--- src/rtl/spi_seq_pkg.sv ---
// Shared types and register map for the SPI-over-APB transfer sequencer.
// Offsets are word indices; the byte address is {base, offset, 2'b00}.
package spi_seq_pkg;

  localparam int unsigned APB_AW = 16;

  localparam logic [3:0] OFF_CONFIG = 4'd0;
  localparam logic [3:0] OFF_STATE  = 4'd0;
  localparam logic [3:0] OFF_TX     = 4'd1;
  localparam logic [3:0] OFF_RX     = 4'd1;
  localparam logic [3:0] OFF_CMD    = 4'd3;

  typedef enum logic [2:0] {
    S_IDLE,
    S_SETUP,
    S_ACCESS,
    S_GAP,
    S_FINISH
  } seq_state_e;

  typedef enum logic [2:0] {
    STEP_WR_CFG,
    STEP_WR_TX,
    STEP_WR_CMD,
    STEP_RD_STATE,
    STEP_RD_RX
  } seq_step_e;

  function automatic logic [3:0] step_offset(input seq_step_e s);
    case (s)
      STEP_WR_CFG:   return OFF_CONFIG;
      STEP_WR_TX:    return OFF_TX;
      STEP_WR_CMD:   return OFF_CMD;
      STEP_RD_STATE: return OFF_STATE;
      default:       return OFF_RX;
    endcase
  endfunction

  function automatic logic step_is_write(input seq_step_e s);
    return (s == STEP_WR_CFG) || (s == STEP_WR_TX) || (s == STEP_WR_CMD);
  endfunction

endpackage

--- src/rtl/spi_apb_sequencer_if.sv ---
// APB master bus between the sequencer and the SPI controller's register block.
interface spi_apb_sequencer_if;
  import spi_seq_pkg::*;

  logic              o_PSEL;
  logic              o_PENABLE;
  logic              o_PWRITE;
  logic [APB_AW-1:0] o_PADDR;
  logic [7:0]        o_PWDATA;
  logic              i_PREADY;
  logic [7:0]        i_PRDATA;

  modport master (
    output o_PSEL, o_PENABLE, o_PWRITE, o_PADDR, o_PWDATA,
    input  i_PREADY, i_PRDATA
  );

  modport slave (
    input  o_PSEL, o_PENABLE, o_PWRITE, o_PADDR, o_PWDATA,
    output i_PREADY, i_PRDATA
  );

endinterface

--- src/rtl/rr_arbiter2.sv ---
// Two-way round-robin arbiter: ptr names the requester that wins a tie.
module rr_arbiter2 (
  input  logic       i_PCLK,
  input  logic       i_PRESET,
  input  logic [1:0] req,
  input  logic       take,
  output logic [1:0] gnt,
  output logic       idx
);

  logic ptr;

  always_comb begin
    idx = 1'b0;
    if (req == 2'b11) idx = ptr;
    else              idx = req[1];
    gnt = (|req) ? (idx ? 2'b10 : 2'b01) : 2'b00;
  end

  // The winner of an accepted grant loses the next tie.
  always_ff @(posedge i_PCLK or posedge i_PRESET) begin
    if (i_PRESET)          ptr <= 1'b0;
    else if (take && |req) ptr <= ~idx;
  end

endmodule

--- src/rtl/spi_apb_sequencer.sv ---
// Runs one SPI transfer per grant over APB: CONFIG, TX, CMD writes, STATE polling, RX read.
module spi_apb_sequencer
  import spi_seq_pkg::*;
#(
  parameter logic [9:0]  P_BASE_ADDR = 10'h000,
  parameter logic [7:0]  P_CMD_START = 8'h01,
  parameter int unsigned P_DONE_BIT  = 0,
  parameter int unsigned P_POLL_GAP  = 4,
  parameter int unsigned P_MAX_POLLS = 255
) (
  input  logic                       i_PCLK,
  input  logic                       i_PRESET,
  input  logic [1:0]                 i_REQ,
  input  logic [7:0]                 i_CFG0,
  input  logic [7:0]                 i_CFG1,
  input  logic [7:0]                 i_TX0,
  input  logic [7:0]                 i_TX1,
  output logic [1:0]                 o_GNT,
  output logic                       o_DONE,
  output logic                       o_DONE_ID,
  output logic                       o_ERR,
  output logic [7:0]                 o_RX_DATA,
  spi_apb_sequencer_if.master        apb
);

  localparam logic [7:0] MAX_POLLS = 8'(P_MAX_POLLS);
  localparam logic [3:0] POLL_GAP  = 4'(P_POLL_GAP);
  localparam logic [2:0] DONE_IDX  = 3'(P_DONE_BIT);

  seq_state_e state_q;
  seq_step_e  step_q;
  logic [7:0] poll_cnt;
  logic [3:0] gap_cnt;
  logic [7:0] cfg_q;
  logic [7:0] tx_q;
  logic       idx_q;

  logic [1:0] arb_gnt;
  logic       arb_idx;

  rr_arbiter2 u_arb (
    .i_PCLK   (i_PCLK),
    .i_PRESET (i_PRESET),
    .req      (i_REQ),
    .take     (state_q == S_IDLE),
    .gnt      (arb_gnt),
    .idx      (arb_idx)
  );

  // Transition decisions; the sequential block below only applies them.
  logic      go_setup, go_gap, go_finish, fin_err, poll_inc;
  seq_step_e ld_step;
  logic [APB_AW-1:0] ld_addr;
  logic      ld_write;
  logic [7:0] ld_wdata;

  always_comb begin
    go_setup  = 1'b0;
    go_gap    = 1'b0;
    go_finish = 1'b0;
    fin_err   = 1'b0;
    poll_inc  = 1'b0;
    case (state_q)
      S_IDLE:   go_setup = |i_REQ;
      S_ACCESS: begin
        if (apb.i_PREADY) begin
          case (step_q)
            STEP_RD_STATE: begin
              if (apb.i_PRDATA[DONE_IDX]) begin
                go_setup = 1'b1;
              end else begin
                poll_inc = 1'b1;
                if (poll_cnt == MAX_POLLS - 8'd1) begin
                  go_finish = 1'b1;
                  fin_err   = 1'b1;
                end else begin
                  go_gap = 1'b1;
                end
              end
            end
            STEP_RD_RX: go_finish = 1'b1;
            default:    go_setup  = 1'b1;
          endcase
        end
      end
      S_GAP:    go_setup = (gap_cnt <= 4'd1);
      default:  ;
    endcase
  end

  always_comb begin
    ld_step = STEP_WR_CFG;
    case (state_q)
      S_IDLE: ld_step = STEP_WR_CFG;
      S_GAP:  ld_step = STEP_RD_STATE;
      default: begin
        case (step_q)
          STEP_WR_CFG:   ld_step = STEP_WR_TX;
          STEP_WR_TX:    ld_step = STEP_WR_CMD;
          STEP_WR_CMD:   ld_step = STEP_RD_STATE;
          default:       ld_step = STEP_RD_RX;
        endcase
      end
    endcase
    ld_addr  = {P_BASE_ADDR, step_offset(ld_step), 2'b00};
    ld_write = step_is_write(ld_step);
    case (ld_step)
      STEP_WR_CFG: ld_wdata = arb_idx ? i_CFG1 : i_CFG0;
      STEP_WR_TX:  ld_wdata = tx_q;
      STEP_WR_CMD: ld_wdata = P_CMD_START;
      default:     ld_wdata = '0;
    endcase
  end

  always_ff @(posedge i_PCLK or posedge i_PRESET) begin
    if (i_PRESET) begin
      state_q       <= S_IDLE;
      step_q        <= STEP_WR_CFG;
      poll_cnt      <= '0;
      gap_cnt       <= '0;
      cfg_q         <= '0;
      tx_q          <= '0;
      idx_q         <= 1'b0;
      o_GNT         <= '0;
      o_DONE        <= 1'b0;
      o_DONE_ID     <= 1'b0;
      o_ERR         <= 1'b0;
      o_RX_DATA     <= '0;
      apb.o_PSEL    <= 1'b0;
      apb.o_PENABLE <= 1'b0;
      apb.o_PWRITE  <= 1'b0;
      apb.o_PADDR   <= '0;
      apb.o_PWDATA  <= '0;
    end else begin
      o_DONE <= 1'b0;
      case (state_q)
        S_IDLE: begin
          if (go_setup) begin
            o_GNT    <= arb_gnt;
            idx_q    <= arb_idx;
            cfg_q    <= arb_idx ? i_CFG1 : i_CFG0;
            tx_q     <= arb_idx ? i_TX1 : i_TX0;
            poll_cnt <= '0;
            gap_cnt  <= '0;
          end
        end
        S_SETUP: begin
          apb.o_PENABLE <= 1'b1;
          state_q       <= S_ACCESS;
        end
        S_GAP:    if (!go_setup) gap_cnt <= gap_cnt - 4'd1;
        S_FINISH: state_q <= S_IDLE;
        default:  ;
      endcase

      if (poll_inc && poll_cnt != 8'hFF) poll_cnt <= poll_cnt + 8'd1;

      if (go_setup) begin
        step_q        <= ld_step;
        apb.o_PSEL    <= 1'b1;
        apb.o_PENABLE <= 1'b0;
        apb.o_PWRITE  <= ld_write;
        apb.o_PADDR   <= ld_addr;
        apb.o_PWDATA  <= ld_wdata;
        state_q       <= S_SETUP;
      end

      if (go_gap || go_finish) begin
        apb.o_PSEL    <= 1'b0;
        apb.o_PENABLE <= 1'b0;
        apb.o_PWRITE  <= 1'b0;
        apb.o_PADDR   <= '0;
        apb.o_PWDATA  <= '0;
      end

      if (go_gap) begin
        gap_cnt <= POLL_GAP;
        state_q <= S_GAP;
      end

      if (go_finish) begin
        o_GNT     <= '0;
        o_DONE    <= 1'b1;
        o_DONE_ID <= idx_q;
        o_ERR     <= fin_err;
        o_RX_DATA <= fin_err ? 8'h00 : apb.i_PRDATA;
        state_q   <= S_FINISH;
      end
    end
  end

endmodule
--- src/flat_wrapper.sv ---
// flat-port wrapper written by rule: the top's interface ports become plain ports
module spi_apb_sequencer_flat import spi_seq_pkg::*;
#(
  parameter logic [9:0]  P_BASE_ADDR = 10'h000,
  parameter logic [7:0]  P_CMD_START = 8'h01,
  parameter int unsigned P_DONE_BIT  = 0,
  parameter int unsigned P_POLL_GAP  = 4,
  parameter int unsigned P_MAX_POLLS = 255
)
  (i_PCLK, i_PRESET, i_REQ, i_CFG0, i_CFG1, i_TX0, i_TX1, o_GNT, o_DONE, o_DONE_ID, o_ERR, o_RX_DATA, apb_o_PSEL, apb_o_PENABLE, apb_o_PWRITE, apb_o_PADDR, apb_o_PWDATA, apb_i_PREADY, apb_i_PRDATA);
  spi_apb_sequencer_if apb_i ();
  input  logic i_PCLK;
  input  logic i_PRESET;
  input  logic [1:0] i_REQ;
  input  logic [7:0] i_CFG0;
  input  logic [7:0] i_CFG1;
  input  logic [7:0] i_TX0;
  input  logic [7:0] i_TX1;
  output logic [1:0] o_GNT;
  output logic o_DONE;
  output logic o_DONE_ID;
  output logic o_ERR;
  output logic [7:0] o_RX_DATA;
  output wire logic [$bits(apb_i.o_PSEL)-1:0] apb_o_PSEL;
  output wire logic [$bits(apb_i.o_PENABLE)-1:0] apb_o_PENABLE;
  output wire logic [$bits(apb_i.o_PWRITE)-1:0] apb_o_PWRITE;
  output wire logic [$bits(apb_i.o_PADDR)-1:0] apb_o_PADDR;
  output wire logic [$bits(apb_i.o_PWDATA)-1:0] apb_o_PWDATA;
  input wire logic [$bits(apb_i.i_PREADY)-1:0] apb_i_PREADY;
  input wire logic [$bits(apb_i.i_PRDATA)-1:0] apb_i_PRDATA;
  assign apb_o_PSEL = apb_i.o_PSEL;
  assign apb_o_PENABLE = apb_i.o_PENABLE;
  assign apb_o_PWRITE = apb_i.o_PWRITE;
  assign apb_o_PADDR = apb_i.o_PADDR;
  assign apb_o_PWDATA = apb_i.o_PWDATA;
  assign apb_i.i_PREADY = apb_i_PREADY;
  assign apb_i.i_PRDATA = apb_i_PRDATA;
  spi_apb_sequencer #(.P_BASE_ADDR(P_BASE_ADDR), .P_CMD_START(P_CMD_START), .P_DONE_BIT(P_DONE_BIT), .P_POLL_GAP(P_POLL_GAP), .P_MAX_POLLS(P_MAX_POLLS)) u_core (.i_PCLK(i_PCLK), .i_PRESET(i_PRESET), .i_REQ(i_REQ), .i_CFG0(i_CFG0), .i_CFG1(i_CFG1), .i_TX0(i_TX0), .i_TX1(i_TX1), .o_GNT(o_GNT), .o_DONE(o_DONE), .o_DONE_ID(o_DONE_ID), .o_ERR(o_ERR), .o_RX_DATA(o_RX_DATA), .apb(apb_i));
endmodule
--- config.mk ---
export PLATFORM = sky130hd
export DESIGN_NAME = spi_apb_sequencer_flat
export DESIGN_NICKNAME = d
export VERILOG_FILES = /design/src/rtl/spi_seq_pkg.sv /design/src/rtl/spi_apb_sequencer_if.sv /design/src/rtl/rr_arbiter2.sv /design/src/rtl/spi_apb_sequencer.sv /design/src/flat_wrapper.sv
export SDC_FILE = /design/constraint.sdc
export NUM_CORES = 1
export LEC_CHECK = 0
export CAP_MARGIN = 20
export CORE_UTILIZATION = 30
export DETAILED_ROUTE_END_ITERATION = 7
export SKIP_LAST_GASP = 1
export SYNTH_ARGS = -nofsm -noshare
export SYNTH_HDL_FRONTEND = slang
export SYNTH_SLANG_ARGS = --single-unit
--- constraint.sdc ---
create_clock -name i_PCLK -period 3 [get_ports i_PCLK]
set_input_delay 0.6 -clock i_PCLK [delete_from_list [all_inputs] [get_ports i_PCLK]]
set_output_delay 0.6 -clock i_PCLK [all_outputs]
set_load 0.01 [all_outputs]
* Yosys cells after proc, flatten, opt, wreduce, memory -nomap -nowiden
Cells that the tools add are included.
** Word-level totals
- Logic and storage cells :: 116
- Input port bits :: 45
- Bits in registers :: 68
- Output and inout bits :: 40
** Cells by class
- Eq/ne operators :: 16
- Magnitude comparators :: 1
- Bitwise operators :: 1
- Mux-type cells :: 57
- Add/sub/neg operators :: 2
- Reduce and logical (&&, ||, !) cells :: 22
** Operator list (number)
- 8-bit 2-to-1 mux :: 8
- 16-bit 2-to-1 mux :: 2
- 1-bit 2-to-1 mux :: 27
- 8-bit case mux with 3 select lines :: 1
- 3-bit by 2-bit == test with 1-bit output (second input constant) :: 6
- 4-bit 2-to-1 mux :: 3
- 3-bit case mux with 2 select lines :: 2
- 2-bit 2-to-1 mux :: 5
- 2-bit nonzero test :: 5
- 3-bit by 1-bit == test with 1-bit output (second input constant) :: 3
- 3-bit zero test :: 3
- 3-bit 2-to-1 mux :: 3
- 3-bit case mux with 3 select lines :: 1
- 8-bit by 1-bit adder with 8-bit output (second input constant) :: 1
- 8-bit == test (second input constant) :: 1
- 8-bit != test (second input constant) :: 1
- 4-bit case mux with 2 select lines :: 1
- 3-bit == test (second input constant) :: 2
- 2-bit AND reduction :: 3
- 3-bit nonzero test :: 2
- 5-bit nonzero test :: 1
- 4-bit by 1-bit <= comparator with 1-bit output (second input constant) :: 1
- 1-bit case mux with 2 select lines :: 2
- 2-bit case mux with 2 select lines :: 1
- 10 further kinds :: 14

* Logic depth before layout (Yosys ltp)
Gate-level depths: netlist of run 1.
- Depth in word-level cells :: 8
- Gate-level depth with buffers :: 8

* Modules after synthesis
Synthesis of run 1 repeated with hierarchy kept, for this count alone.
** Unflattened totals
- Cells, all modules :: 290
- Area, all modules :: 2934.1 um2
** Modules (own cells, without submodules)
- spi_apb_sequencer :: area an instance 2867.8 um2, cells each 282, times used 1
- rr_arbiter2 :: area an instance 66.3 um2, cells each 8, times used 1

* Least setup slack after synthesis of run 1
No wires, ideal clock.
- Kind :: input-to-reg
- From :: input i_REQ[0]
- To :: register u_core.apb.o_PWDATA[7]
- Stages :: 6
- Path slack :: 1.182 ns
- Path buffers :: 1
- Arrival :: 1.698 ns
- Cells stage by stage :: nand2b_1 > nand2_1 > buf_2 > mux2_2 > a22oi_1 > o2bb2ai_2
** On the way
- Longest elaborated chain between the ends :: 6
- Elaborated cells on any way between the ends :: 9
- Those cells by class :: 1 x eq/ne; 6 x mux; 2 x reduce/logical
** Ends and longest elaborated chain
- from (decl) :: line flat_wrapper.sv:14 : input logic [1:0] i_REQ;
- 2-bit == test :: line rr_arbiter2.sv:15 : if (req == 2'b11) idx = ptr;
- 1-bit 2-to-1 mux :: line rr_arbiter2.sv:15
- 8-bit 2-to-1 mux :: line spi_apb_sequencer.sv:108 : STEP_WR_CFG: ld_wdata = arb_idx ? i_CFG1 : i_CFG0;
- 8-bit case mux with 3 select lines :: line spi_apb_sequencer.sv:107 : case (ld_step)
- 8-bit 2-to-1 mux :: line spi_apb_sequencer.sv:158 : if (go_setup) begin
- 8-bit 2-to-1 mux :: line spi_apb_sequencer.sv:168 : if (go_gap || go_finish) begin
- to (signal assigned) :: line spi_apb_sequencer.sv:164 : apb.o_PWDATA <= ld_wdata;
- to (decl) :: line spi_apb_sequencer_if.sv:14 : output o_PSEL, o_PENABLE, o_PWRITE, o_PADDR, o_PWDATA,
Parallel ways exist; a longest one is shown, timed or not. The select of a mux whose other input is x is not followed.
A chain may end at the register's enable or synchronous reset.

* Worst setup path after layout of run 1
Same ends and word-level chain as after synthesis.

==> results.yml, run 1 <==
worst_setup_path:
  worstPathMaxFanout: 12
  cp.required_ns: 3.19
  worstPathCellList: "clkdlybuf4s50_1 -> nand2b_1 -> nand2_1 -> mux2_2 -> a22oi_1 -> o2bb2ai_2"
  path_buf_inv: 1
  timing.rr.end: "u_core.gap_cnt[2]$_DFFE_PP0P_"
  worst_r2r_path_depth: 6
  end_kind: "flip-flop"
  r2r_setup_slack_ns: 1.01
  rr_startpoint: "u_core.gap_cnt[0]$_DFFE_PP0P_"
  crit_type: "primary input to flip-flop"
  crit_slowest_cell: "clkdlybuf4s50_1"
  worstPathArrival_ns: 2.31
  start_kind: "primary input"
  cp_slowest_stage_delay_ns: 0.53
  crit_family: "buffers and inverters"
die:
  die_h_um: 98.9
  start_util_pct: 31.6
  core_um2: 8890
  boundaryPins: 85
  die_x_um: 98.9
  rows: 34
  dieArea_um2: 9770
clocking:
  cts_buffer_depth: 2
  clock_latency_ns: 0.30
  numCtsBuffers: 5
  cts_hold_buf: 0
  clock_tree.root_cell: "clkbuf_8"
  cts-resized-gates: 0
  htree_levels: 2
  cts_tree: "built"
  post-cts-setup-buffer-count: 0
  cts_sinks: 54
  clk_pin_slew_ns: 0.09
worst_hold_path:
  worstHoldStart: "u_core.poll_cnt[7]$_DFFE_PP0P_"
  hp-class: "flip-flop to flip-flop"
  hold_depth: 1
  min_to: "u_core.poll_cnt[7]$_DFFE_PP0P_"
synthesis:
  synth_ff_type: "dfrtp_1"
  netlist_top_cells_area: "dfrtp_1, nand2_1, o21ai_0"
  synth_warnings: 0
  syn_area_per_cell_um2: 9.91
  yosysTopAreaCellShare_pct: 48.0
  synth_area_um2: 2810
  synth_edf_count: 0
  yosys_register_bits: 54
  yosysSeqAreaShare_pct: 48.0
  ys_types: 53
  syn-instance-count: 284
  synthArstFlopShare_pct: 100
  yosysTopAreaCell: "dfrtp_1"
routing:
  drtPass1Iterations: 6
  wl_per_cell_um: 14.0
  via_count: 2302
  drc: 0
  drt_iter0_drc: 110
  drt_wl_total_um: 6490
  ant_nets: 0
  routed_via_density: 4.98
final_layout:
  layout_common_cells: "clkdlybuf4s50_1, dfrtp_1, nand2_1, o21ai_0, nor2_1"
  mostFrequentLayoutCell: "clkdlybuf4s50_1"
  stdcell_count: 462
  layout-drive-gt1-share_pct: 9.04
  area_delta_synth_final_pct: 30.3
  antenna_cells: 0
  fin_nets: 403
status:
  status: "completed"
sta:
  period_share_pct: 70.5
  hold_viol_final: 0
  worst_slew_pin_slew_ns: 0.761
  fin_tns_setup_ns: 0
  maxSlewHeadroom_pct: 48.9
  min_period_ns: 2.11
  clock_skew_ns: 0.00684
  max_freq_mhz: 473
  rsz0062_at_grt: "no"
  slew_viol_final: 0
  fin_ws_ns: 0.886
  setup_viol: 0
pwr:
  powerDensity_nw_per_um2: 334
  power.leakage_nw: 1.59
  ir_drop_v: 0.000201
placement:
  io_buffers: 70
  dpl.cell_count: 455
  gp_congestion: 0.790
  pre_cts_ws_ns: 0.552
  hpwl_um: 4930
global_route:
  grt_pass1_wl_um: 10900
  grt_pass1_vias: 2214
  grt_usage_pct: 13.9
  grt_overflow: 0
  antenna_found_initial: 0
  grt_start_max_net_pins: 32
job:
  drv_cap: 0
registers in the layout, indices dropped and copies added (netlist names):
signal                cells
u_core.tx_q               8
u_core.o_DONE_ID          1
u_core.step_q             3
u_core.poll_cnt           8
u_core.o_RX_DATA          8
u_core.o_GNT              2
u_core.apb.o_PWRITE       1
u_core.state_q            3
u_core.o_ERR              1
u_core.apb.o_PSEL         1
u_core.apb.o_PADDR        2
u_core.apb.o_PENABLE      1
u_core.idx_q              1
u_core.u_arb.ptr          1
u_core.gap_cnt            4
u_core.o_DONE             1
u_core.apb.o_PWDATA       8
power breakdown:
group | switching, mW | total (mW) | internal (mW) | leakage (nW)
clock network | 0.221 | 0.383 | 0.161 | 0.0383
logic | 0.0438 | 0.111 | 0.0674 | 0.832
registers | 0.00110 | 0.730 | 0.729 | 0.716
total | 0.266 | 1.22 | 0.957 | 1.59
worst max path at each step:
stage	startpoint	to	depth (start not counted)
after floorplan	i_PRESET	u_core.apb.o_PADDR[2]$_DFFE_PP0P_	1
after global placement	apb_i_PREADY	u_core.o_RX_DATA[1]$_DFFE_PP0N_	6
after detailed placement	apb_i_PREADY	u_core.o_RX_DATA[5]$_DFFE_PP0N_	6
after CTS	apb_i_PREADY	u_core.o_RX_DATA[5]$_DFFE_PP0N_	6
after global routing	apb_i_PREADY	u_core.o_RX_DATA[5]$_DFFE_PP0N_	6
final	i_REQ[0]	u_core.apb.o_PWDATA[7]$_DFFE_PP0P_	6
kinds of logic after synthesis:
family,Yosys count,synth area share [%]
flops,54,48.0
fa+ha+maj,4,1.78
buf+inv,35,7.60
xor+xnor,3,0.934
mux,19,7.11
simple gates,94,16.6
other cells,1,0.133
compound gates,74,17.8
stage by stage:
step	cell area, um^2	hold WS [ns]	utilization, %	power (mW)
after CTS	3670	0.481	41.2	1.24
after detailed placement	3590	0.463	40.4	0.857
after floorplan	2860	0.437	-	0.798
final	3670	0.480	41.2	1.22
after global placement	3590	0.455	40.4	0.856
after global routing	3670	0.509	41.2	1.28
area by class of cell:
cell class	count	area, um^2
fillers	871	5230
flip-flops and latches	54	1350
repair buffers	79	781
inverters	6	25.0
multi-input cells	208	1300
clock buffers	7	76.3
well taps	108	135
cells in the mapped netlist (all sizes together), types with 5 or more instances:
library cell / instances
a21oi: 16
clkbuf: 5
buf: 24
nand2: 35
mux2i: 11
mux2: 8
inv: 6
a22oi: 7
o2bb2ai: 9
nand3: 17
nor2: 20
o21ai: 25
dfrtp: 54
routing by layer:
metal	up-vias	part of all wire, %	GRT usage (%)
li1	1127	-	-
met2	55	48	22.4
met3	7	3.7	2.55
met1	1113	47	19.4
met5	-	0	0
met4	0	1.0	3.10
Power figures use the tool's default switching activity.
==> run 2: changes to the inputs <==
- clock period: 3 -> 2.1 ns (I/O delays scaled with it)
==> run 2 against run 1 <==
  * Core utilization is 2.2 points higher
  * Combinational power grew 49%
  * Die area stayed put
  * Worst hold slack worse by 0.017 ns
  * Largest cell class unchanged
  * Highest routed layer unchanged
==> results.yml, run 2 (synthesis results as in run 1) <==
sta:
  holdWs_ns: 0.463
  rsz0062_at_grt: "no"
  fin_tns_setup_ns: 0
  worst_slew_pin_slew_ns: 0.713
  fin_ws_ns: 0.223
  min_period_ns: 1.88
  hold_viol_final: 0
  clock_skew_ns: 0.0151
  setup_viol: 0
  maxSlewHeadroom_pct: 52.1
  period_share_pct: 89.4
  slew_viol_final: 0
  max_freq_mhz: 533
worst_setup_path:
  timing.rr.end: "u_core.poll_cnt[6]$_DFFE_PP0P_"
  rr_startpoint: "u_core.state_q[0]$_DFFE_PP0P_"
  worst_r2r_path_depth: 6
  worstPathArrival_ns: 2.06
  cpMostUsedCell: "nor2_1"
  end_kind: "flip-flop"
  worstPathMaxFanout: 6
  cp_slowest_stage_delay_ns: 0.44
  start_kind: "flip-flop"
  cp.required_ns: 2.28
  worstPathCellList: "buf_4 -> or3_1 -> nor2_1 -> nor2_1 -> o21ai_0 -> o31ai_1"
  r2r_setup_slack_ns: 0.22
  crit_type: "flip-flop to flip-flop"
  crit_slowest_cell: "dfrtp_1"
routing:
  wl_per_cell_um: 13.9
  drtPass1Iterations: 4
  drt_iter0_drc: 153
  drc: 0
  ant_nets: 0
  via_count: 2285
  routed_via_density: 4.79
  drt_wl_total_um: 6630
global_route:
  grt_overflow: 0
  grt_usage_pct: 14.2
  grt_pass1_vias: 2287
  antenna_found_initial: 0
  grt_pass1_wl_um: 11200
  grt_start_max_net_pins: 55
clocking:
  clock_tree.root_cell: "clkbuf_8"
  cts_hold_buf: 0
  post-cts-setup-buffer-count: 0
  numCtsBuffers: 5
  clk_pin_slew_ns: 0.10
  cts_sinks: 54
  clock_latency_ns: 0.31
  cts_buffer_depth: 2
  cts_tree: "built"
  cts-resized-gates: 0
  htree_levels: 2
final_layout:
  mostFrequentLayoutCell: "clkdlybuf4s50_1"
  layout-drive-gt1-share_pct: 13.3
  layout_common_cells: "clkdlybuf4s50_1, dfrtp_1, nand2_1, o21ai_0"
  antenna_cells: 0
  multiInputGateArea_um2: 1300
  fill_cells: 870
  fin_util_pct: 43.4
  area_delta_synth_final_pct: 37.3
  fin_nets: 417
  regArea_um2: 1350
placement:
  gp_congestion: 0.812
  pre_cts_ws_ns: 0.0316
  io_buffers: 70
  hpwl_um: 4870
die:
  start_util_pct: 31.6
  die_x_um: 98.9
  die_h_um: 98.9
  dieArea_um2: 9770
  boundaryPins: 85
  core_um2: 8890
  rows: 34
pwr:
  powerDensity_nw_per_um2: 531
  ir_drop_v: 0.000367
  power.leakage_nw: 1.69
  finalPower_mw: 2.05
job:
  drv_cap: 0
worst_hold_path:
  hp-class: "primary input to asynchronous set/reset pin"
status:
  status: "completed"
## run 2: metrics by stage
stage,cell area [um^2],std cells
2_1_floorplan,2860,297
3_3_place_gp,3720,469
3_5_place_dp,3720,469
4_1_cts,3860,477
5_1_grt,3860,477
6_report,3860,477
## run 2: where the power goes
group | internal (mW) | leakage (nW) | switching [mW]
sequential | 1.04 | 0.716 | 0.00129
combinational | 0.101 | 0.907 | 0.0634
clock | 0.508 | 0.0714 | 0.337
## run 2: final cells by class
cell class / count / area share, %
Timing Repair Buffer: 93 / 23.6
Multi-Input combinational cell: 208 / 33.6
Tap cell: 108 / 3.50
Inverter: 6 / 0.648
Sequential cell: 54 / 35.0
Clock inverter: 2 / 1.55
Clock buffer: 6 / 2.14
## run 2: critical path, delay by kind of cell, from the launching register on
kind / cells / cell delay, ns
DFF: 1 / 0.44
AOI/OAI and AO/OA: 2 / 0.35
buffers and inverters: 1 / 0.18
and+or+nand+nor: 3 / 0.78
## run 2: worst max-delay path by stage
| stage | startpoint | endpoint | slack [ns] | depth (start not counted) |
|---|---|---|---|---|
| floorplan | u_core.gap_cnt[0]$_DFFE_PP0P_ | u_core.apb.o_PWRITE$_DFFE_PP0P_ | 0.35 | 7 |
| global placement | apb_i_PRDATA[0] | u_core.apb.o_PWRITE$_DFFE_PP0P_ | 0.06 | 6 |
| global route | u_core.state_q[0]$_DFFE_PP0P_ | u_core.apb.o_PWDATA[1]$_DFFE_PP0P_ | 0.07 | 6 |
| detailed placement | i_REQ[0] | u_core.apb.o_PWDATA[7]$_DFFE_PP0P_ | 0.03 | 7 |
| finish | u_core.state_q[0]$_DFFE_PP0P_ | u_core.poll_cnt[6]$_DFFE_PP0P_ | 0.22 | 6 |
| CTS | u_core.state_q[0]$_DFFE_PP0P_ | u_core.poll_cnt[6]$_DFFE_PP0P_ | 0.21 | 6 |
## run 2: metal layers
metal | global-route usage [%] | wire, um
met5 | 0 | 0
met3 | 3.05 | 288
met2 | 22.8 | 3040
met4 | 3.44 | 45
met1 | 19.5 | 3260
